**src/rtl/dual_rail_decoder_if.sv**
```systemverilog
// Dual-rail receive bus: q/qn lane pairs in, decoded word and status out.
// master = the side that drives the rails, slave = the decoder.
interface dual_rail_decoder_if #(
  parameter int WIDTH = 8
);
  logic [WIDTH-1:0] q;
  logic [WIDTH-1:0] qn;
  logic             fault_clr;
  logic [WIDTH-1:0] data_out;
  logic             data_valid;
  logic             fault;
  logic             busy;

  modport master (
    output q, qn, fault_clr,
    input  data_out, data_valid, fault, busy
  );

  modport slave (
    input  q, qn, fault_clr,
    output data_out, data_valid, fault, busy
  );
endinterface

```
**src/rtl/dual_rail_decoder.sv**
```systemverilog
// 4-phase return-to-spacer dual-rail decoder with illegal-code and stall detection.
// Define DUAL_RAIL_ERR_CNT_EN to add the saturating fault-event counter err_cnt.
module dual_rail_decoder #(
  parameter int WIDTH   = 8,
  parameter int TIMEOUT = 16
`ifdef DUAL_RAIL_ERR_CNT_EN
  ,
  parameter int CNT_W   = 8
`endif
) (
  input  logic                    clk,
  input  logic                    reset_n,
  dual_rail_decoder_if.slave      bus
`ifdef DUAL_RAIL_ERR_CNT_EN
  ,
  output logic [CNT_W-1:0]        err_cnt
`endif
);

  localparam int TW = $clog2(TIMEOUT + 1);

  typedef enum logic [1:0] {
    ST_SPACER,
    ST_DATA,
    ST_FAULT
  } state_t;

  state_t           state;
  logic [TW-1:0]    tcnt;
  logic [WIDTH-1:0] data_r;
  logic             valid_r;
  logic             fault_r;
  logic             busy_r;

  logic any_illegal;
  logic all_spacer;
  logic all_valid;
  logic stalled;
  logic go_fault;

  // NOTE: every variable assigned in always_comb gets a value on every path,
  // otherwise synthesis infers a latch.
  always_comb begin
    any_illegal = |(bus.q & bus.qn);
    all_spacer  = ~|(bus.q | bus.qn);
    all_valid   = &(bus.q ^ bus.qn);
    // A mixed word on the same sample that would make the stall count reach TIMEOUT.
    stalled     = (state == ST_DATA) && !all_valid && !all_spacer &&
                  (tcnt == TW'(TIMEOUT - 1));
    go_fault    = (state != ST_FAULT) && (any_illegal || stalled);
  end

  // NOTE: sequential state uses non-blocking assignments only, so every
  // register samples the pre-edge values regardless of statement order.
  always_ff @(posedge clk or negedge reset_n) begin
    if (!reset_n) begin
      state   <= ST_SPACER;
      tcnt    <= '0;
      data_r  <= '0;
      valid_r <= 1'b0;
      fault_r <= 1'b0;
      busy_r  <= 1'b0;
`ifdef DUAL_RAIL_ERR_CNT_EN
      err_cnt <= '0;
`endif
    end else begin
      valid_r <= 1'b0;
      if (go_fault) begin
        state   <= ST_FAULT;
        fault_r <= 1'b1;
        busy_r  <= 1'b0;
        tcnt    <= '0;
`ifdef DUAL_RAIL_ERR_CNT_EN
        if (err_cnt != '1) err_cnt <= err_cnt + 1'b1;
`endif
      end else begin
        unique case (state)
          ST_SPACER: begin
            if (all_spacer) begin
              state  <= ST_DATA;
              busy_r <= 1'b1;
            end
          end
          ST_DATA: begin
            if (all_valid) begin
              data_r  <= bus.q;
              valid_r <= 1'b1;
              state   <= ST_SPACER;
              busy_r  <= 1'b0;
              tcnt    <= '0;
            end else if (!all_spacer) begin
              tcnt <= tcnt + 1'b1;
            end
          end
          ST_FAULT: begin
            if (bus.fault_clr) begin
              state   <= ST_SPACER;
              fault_r <= 1'b0;
            end
          end
          default: state <= ST_SPACER;
        endcase
      end
    end
  end

  assign bus.data_out   = data_r;
  assign bus.data_valid = valid_r;
  assign bus.fault      = fault_r;
  assign bus.busy       = busy_r;

endmodule

```
**src/flat_wrapper.sv**
```systemverilog
// flat-port wrapper written by rule: the top's interface ports become plain ports
module dual_rail_decoder_flat 
#(
  parameter int WIDTH   = 8,
  parameter int TIMEOUT = 16

)
  (clk, reset_n, bus_q, bus_qn, bus_fault_clr, bus_data_out, bus_data_valid, bus_fault, bus_busy);
  dual_rail_decoder_if #(.WIDTH(WIDTH)) bus_i ();
  input  logic clk;
  input  logic reset_n;
  input wire logic [$bits(bus_i.q)-1:0] bus_q;
  input wire logic [$bits(bus_i.qn)-1:0] bus_qn;
  input wire logic [$bits(bus_i.fault_clr)-1:0] bus_fault_clr;
  output wire logic [$bits(bus_i.data_out)-1:0] bus_data_out;
  output wire logic [$bits(bus_i.data_valid)-1:0] bus_data_valid;
  output wire logic [$bits(bus_i.fault)-1:0] bus_fault;
  output wire logic [$bits(bus_i.busy)-1:0] bus_busy;
  assign bus_i.q = bus_q;
  assign bus_i.qn = bus_qn;
  assign bus_i.fault_clr = bus_fault_clr;
  assign bus_data_out = bus_i.data_out;
  assign bus_data_valid = bus_i.data_valid;
  assign bus_fault = bus_i.fault;
  assign bus_busy = bus_i.busy;
  dual_rail_decoder #(.WIDTH(WIDTH), .TIMEOUT(TIMEOUT)) u_core (.clk(clk), .reset_n(reset_n), .bus(bus_i));
endmodule
```
**config.mk**
```make
export PLATFORM = sky130hd
export DESIGN_NAME = dual_rail_decoder_flat
export DESIGN_NICKNAME = d
export VERILOG_FILES = /design/src/rtl/dual_rail_decoder_if.sv /design/src/rtl/dual_rail_decoder.sv /design/src/flat_wrapper.sv
export SDC_FILE = /design/constraint.sdc
export NUM_CORES = 1
export LEC_CHECK = 0
export CAP_MARGIN = 5
export CORE_MARGIN = 4
export CORE_UTILIZATION = 46
export DETAILED_ROUTE_END_ITERATION = 6
export DONT_BUFFER_PORTS = 1
export PLACE_DENSITY = 0.65
export SYNTH_ARGS = -nofsm -noshare
export SYNTH_HDL_FRONTEND = slang
export SYNTH_SLANG_ARGS = --single-unit
```
**constraint.sdc**
```tcl
create_clock -name clk -period 1.9 [get_ports clk]
set_input_delay 0.38 -clock clk [delete_from_list [all_inputs] [get_ports clk]]
set_output_delay 0.38 -clock clk [all_outputs]
set_load 0.01 [all_outputs]
```
# --- After elaboration in Yosys (flattened, before gate mapping) ---
# Index checks and enable logic that the tools add are counted.
# Widths: inputs -> output; s select.
totals:
  register_bits: 18
  in_bits: 19
  out_inout_bits: 11
op_classes:
  add_sub_neg: 1
  n_eq_ne: 7
  mux: 19
  bitwise: 4
  reduce_logical: 20
op_table:
  columns: ["op", "count"]
  rows:
  - ["$mux 5", 4]
  - ["$reduce_or 8->1", 2]
  - ["$reduce_and 10->1", 1]
  - ["$mux 1", 9]
  - ["$and 8x8->8", 1]
  - ["$mux 2", 4]
  - ["$or 8x8->8", 1]
  - ["$reduce_and 8->1", 1]
  - ["$xor 8x8->8", 1]
  - ["$ne 3x2->1 const B", 2]
  - ["$pmux 2 s3", 1]
  - ["$reduce_and 3->1", 2]
  - ["$reduce_bool 2->1", 3]
  - ["$reduce_bool 3->1", 2]
  - ["$add 5x1->5 const B", 1]
  - ["$eq 5x4->1 const B", 1]
  - ["$logic_and 1x1->1", 4]
  - ["$reduce_and 2->1", 2]
  - ["$ne 3x1->1 const B", 1]
  - ["$eq 2x1->1 const B", 1]
  - ["$eq 2x2->1 const B", 1]
  - ["$logic_not 2->1", 1]
  - ["$ne 2x2->1 const B", 1]
  - ["$pmux 1 s2", 1]
  - ["3 further kinds", 3]

# --- Longest topological paths before layout ---
logic_depth:
  word_depth: 10
  depth_mapped: 7

# --- Worst setup path after synthesis ---
# Ideal clock, no wire load.
synth_path:
  path_kind: "in2reg"
  from: "input port bus_qn[0]"
  to: "register u_core.data_r[0] (netlist: u_core.bus.data_out[0])"
  setup_ps: 125
  arrival_ps: 1738
  required_time_ps: 1775
  path_slack_ps: 37
  path_stages: 6
  cell_sequence: "ha_1 > nor4_2 > nand2_1 > or3_1 > buf_6 > mux2_4"
synth_via:
  elab_chain_len: 10
  word_cells_on_any_way: 14
  cone_classes: "bitwise (4); reduce/logical (10)"
synth_rtl:
  columns: ["item", "line_no", "source"]
  rows:
  - ["start: declaration", "flat_wrapper.sv:13", "input wire logic [$bits(bus_i.qn)-1:0] bus_qn;"]
  - ["$xor 8x8->8", "dual_rail_decoder.sv:46", "all_valid = &(bus.q ^ bus.qn);"]
  - ["$reduce_and 8->1", "dual_rail_decoder.sv:46", null]
  - ["$logic_not 1->1", "dual_rail_decoder.sv:48", "stalled = (state == ST_DATA) && !all_valid && !all_spacer &&"]
  - ["$logic_and 1x1->1 (3 in series)", "dual_rail_decoder.sv:48", null]
  - ["$logic_or 1x1->1", "dual_rail_decoder.sv:50", "go_fault = (state != ST_FAULT) && (any_illegal || stalled);"]
  - ["$logic_and 1x1->1", "dual_rail_decoder.sv:50", null]
  - ["$not 1->1 (no line)", null, null]
  - ["$reduce_and 10->1 (no line) (*)", null, null]
  - ["end signal: assignment", "dual_rail_decoder.sv:86", "data_r <= bus.q;"]
  - ["end: declaration", "dual_rail_decoder.sv:30", "logic [WIDTH-1:0] data_r;"]
# Mark *: on every way between the ends. The rest lies on a longest branch, timed or not.
# A chain may end at the register's enable or synchronous reset.

# --- Final worst setup path ---
layout_path:
  from: "register u_core.tcnt[0]"
  to: "register u_core.fault_r (netlist: u_core.bus.fault)"
layout_via:
  elab_chain_len: 6
  word_cells_on_any_way: 8
  cone_classes: "eq/ne (1); mux (1); reduce/logical (6)"
layout_rtl:
  columns: ["item", "line_no", "source"]
  rows:
  - ["start: declaration", "dual_rail_decoder.sv:29", "logic [TW-1:0] tcnt;"]
  - ["start signal: assignment", "dual_rail_decoder.sv:92", "tcnt <= tcnt + 1'b1;"]
  - ["$eq 5x4->1 (*)", "dual_rail_decoder.sv:49", "(tcnt == TW'(TIMEOUT - 1));"]
  - ["$logic_and 1x1->1 (*)", "dual_rail_decoder.sv:48", null]
  - ["$logic_or 1x1->1 (*)", "dual_rail_decoder.sv:50", null]
  - ["$logic_and 1x1->1 (*)", "dual_rail_decoder.sv:50", null]
  - ["$reduce_bool 2->1 (no line)", null, null]
  - ["$reduce_and 2->1 (no line)", null, null]
  - ["end signal: assignment", "dual_rail_decoder.sv:61", "fault_r <= 1'b0;"]
  - ["end signal: assignment", "dual_rail_decoder.sv:70", "fault_r <= 1'b1;"]
  - ["end signal: assignment", "dual_rail_decoder.sv:98", "fault_r <= 1'b0;"]
  - ["end: declaration", "dual_rail_decoder.sv:32", "logic fault_r;"]
# Marked as above.

==> summary.txt <==
STA
  • Setup TNS: 0 ns
  • Max-slew violations: 0
  • Hold Violations, Final: 0
  • Crit path time final: 1.777 ns
  • Final period utilization: 93.51%
  • Relative slew slack: 45.61%
  • Clock Skew: 0.005142 ns
  • Highest clock rate: 0.5628 GHz
  • RSZ-0062 raised after global routing: false
  • Finish-stage setup viols: 0
  • Post-route setup slack: 0.1232 ns
  • Worst-margin pin slew: 0.8131 ns

Placement
  • Placed cell count: 151
  • I/O Buffers: 0
  • Pre-CTS WS: -0.09939 ns
  • RePlAce Congestion: 0.8513
  • Placed wire-length estimate: 2015 um

Setup path
  • Max incr delay on CP: 0.42 ns
  • Worst path bufs/invs: 1
  • CP required: 2.09 ns
  • Crit path launch type: register
  • Kind of cell adding the most delay to the critical path: compound AO/OA/AOI/OAI gates
  • Crit path DAT: 1.97 ns
  • Setup Crit Path Kind: register to register
  • Cell mode on critical path: ha_1
  • CP max FO: 7
  • Critical path endpoint category: register
  • Crit path max-delay cell type: dfrtp_1
  • Crit path cell chain: ha_1 > and3_1 > ha_1 > o21ai_0 > o21bai_1 > buf_4 > a22o_1

Pwr
  • Logic pwr share: 14.0%
  • Clock share of power: 27.9%
  • Leakage: 0.6990 nW
  • Power density cells: 522.6 nW/um2
  • Sw Pwr: 186.0 uW
  • Switching share of power: 26.71%
  • Max VDD drop: 0.4026 mV
  • Int Power: 510.4 uW
  • Seq pwr share: 58.1%

GRT
  • Largest net degree at the start of global routing: 19
  • Vias in the first global route: 1022
  • Initial antenna violation count: 0
  • Gr ovfl total: 0
  • GRT Resource Usage Total: 16.33%
  • Global-route wire length before repair: 4450 um

Floorplan
  • Die width: 59.66 um
  • Initial Utilization: 49.10%
  • Die Ht: 59.66 um
  • Core ar.: 2500 um2
  • Number of I/O pins: 30
  • # rows: 18
  • Die area: 3559 um2

Synthesis
  • Share of the synthesized area in the top cell type: 36.70%
  • Synth Area per Inst: 10.58 um2
  • Largest cells by area after synthesis: dfrtp_1, ha_1, mux2_4
  • Synth warnings: 0
  • Synth area leader: dfrtp_1
  • Register area share after synthesis: 36.70%
  • Syn Inst Count: 116
  • Unique masters post-synth: 30
  • Synth Register Bits: 18
  • Mapped Nets: 153
  • Syn Std Cell Area: 1227 um2

Drt
  • Metal2 WL: 1175 um
  • DRC: 0
  • WL per Instance: 15.98 um
  • DR WL met3: 197 um
  • Vias/cell: 5.916
  • Routed WL: 2477 um
  • Detail Route Antenna Nets: 0
  • DR vias: 917
  • 1st-iter DRT viols: 20
  • Highest Signal Layer: met4
  • DR pass1 iterations: 4
  • DRT met1 WL: 1076 um

Clock tree
  • CTS clk-pin slew, worst paths: 0.11 ns
  • TritonCTS clock tree: done
  • Htree depth: 1
  • CTS root buffer: clkbuf_4
  • Longest Clk Path Bufs: 2
  • Clock latency on the worst-skew pair: 0.30 ns
  • Sink Count: 18
  • CTS Buf Count: 3

Layout
  • # diodes: 0
  • Multi-input gate area: 699.4 um2
  • Post-Layout Cell Count: 155
  • Register area: 450.4 um2
  • Most frequent cells in the layout: inv_1, ha_1, dfrtp_1, mux2_4
  • Area grow syn2layout: 8.563%
  • Fraction of layout cells with a size suffix above 1: 15.20%
  • Final nets: 164
  • Filler cells: 233
  • Final core utilization: 53.30%

Worst hold path
  • Hold crit path type: primary input to register

Run status
  • Status: completed

Job
  • Max-Cap Viols: 0
[logic make-up (layout without fill, tap and decap cells)]
group	after synthesis	after routing	share of synthesized area, %
AO/OA/AOI/OAI	23	23	12.95
adder cells (fa/ha/maj)	18	18	18.35
buffers and inverters	19	28	6.422
flip-flops	18	18	36.70
multiplexers	8	8	9.786
AND/OR/NAND/NOR	30	30	15.80
[synthesized netlist by cell type]
master      n
o21a_1      1
a21oi_1     2
nand4b_1    1
nand4_1     4
a211oi_1    1
nor4_2      2
inv_1      18
mux2_4      8
nor2b_1     2
o21ai_0     6
a2111oi_0   1
nor3_1      1
a22oi_1     5
ha_1       18
o21bai_1    2
nor2_1      1
a21o_1      1
buf_6       1
nand3_1     3
a32oi_1     1
and3_1      1
or4_1       1
or3_1       3
a22o_1      1
o31a_1      1
and4_1      4
nand2b_1    2
o221ai_1    1
dfrtp_1    18
nand2_1     5
[worst reg2reg max path, stage by stage (launching register included)]
cell      delay, ns
dfrtp_1        0.42
ha_1           0.24
and3_1         0.19
ha_1           0.19
o21ai_0        0.13
o21bai_1       0.11
buf_4          0.17
a22o_1         0.23
[power groups by stage]
| stage | Combinational [mW] | Sequential [mW] | Clock, mW |
|---|---|---|---|
| after floorplan | 0.0614 | 0.411 | 0 |
| after global placement | 0.0828 | 0.412 | 0 |
| after detailed placement | 0.0876 | 0.412 | 0 |
| after CTS | 0.0979 | 0.405 | 0.201 |
| after global routing | 0.114 | 0.406 | 0.223 |
| final | 0.0973 | 0.404 | 0.195 |
[sequential cells by signal, summed over array words and instances, names as in the netlist]
| register | flops |
|---|---|
| u_core.bus.data_valid | 1 |
| u_core.bus.busy | 1 |
| u_core.state | 2 |
| u_core.tcnt | 5 |
| u_core.bus.data_out | 8 |
| u_core.bus.fault | 1 |
[worst paths after layout]
path | endpoint | start | slack (ns) | cells past startpoint
worst max-delay path | u_core.bus.fault$_DFFE_PN0P_ | u_core.tcnt[0]$_DFFE_PN0P_ | 0.12 | 7
worst min-delay path | u_core.bus.data_out[1]$_DFFE_PN0P_ | bus_q[1] | 0.22 | 1
worst max register to register | u_core.bus.fault$_DFFE_PN0P_ | u_core.tcnt[0]$_DFFE_PN0P_ | 0.12 | 7
worst min register to register | u_core.state[0]$_DFFE_PN0P_ | u_core.state[0]$_DFFE_PN0P_ | 0.56 | 1
max in group asynchronous | u_core.bus.data_out[7]$_DFFE_PN0P_ | reset_n | 0.79 | 1
min in group asynchronous | u_core.bus.data_out[1]$_DFFE_PN0P_ | reset_n | 0.61 | 1
[cell type report]
class                   count  share of cell area [%]
well taps                  30                   2.817
inverters                  18                   5.070
clock buffers               3                   1.690
multi-input cells          79                   52.49
repair buffers              7                   4.131
flip-flops and latches     18                   33.80
[what timing repair did]
item | CTS | global route
hold buffers | 1 | 0
setup buffers | 0 | 0
resized for setup | 0 | 1
endpoints found under the hold margin | 18 | 0
endpoints found under the setup margin | 0 | 1
[routing by layer]
metal	GRT usage (%)	up-vias
met5	0	-
met4	3.797	0
met3	6.048	5
met2	26.70	24
met1	20.40	451
li1	-	437
[per-stage QoR]
step / area (um2) / total power, mW / hold WS [ns]
2_1_floorplan: 1227 / 0.4725 / 0.08441
3_3_place_gp: 1299 / 0.4952 / 0.08483
3_5_place_dp: 1299 / 0.4996 / 0.08490
4_1_cts: 1331 / 0.7038 / 0.2180
5_1_grt: 1333 / 0.7428 / 0.1978
6_report: 1333 / 0.6964 / 0.2211
Power figures use the tool's default switching activity.
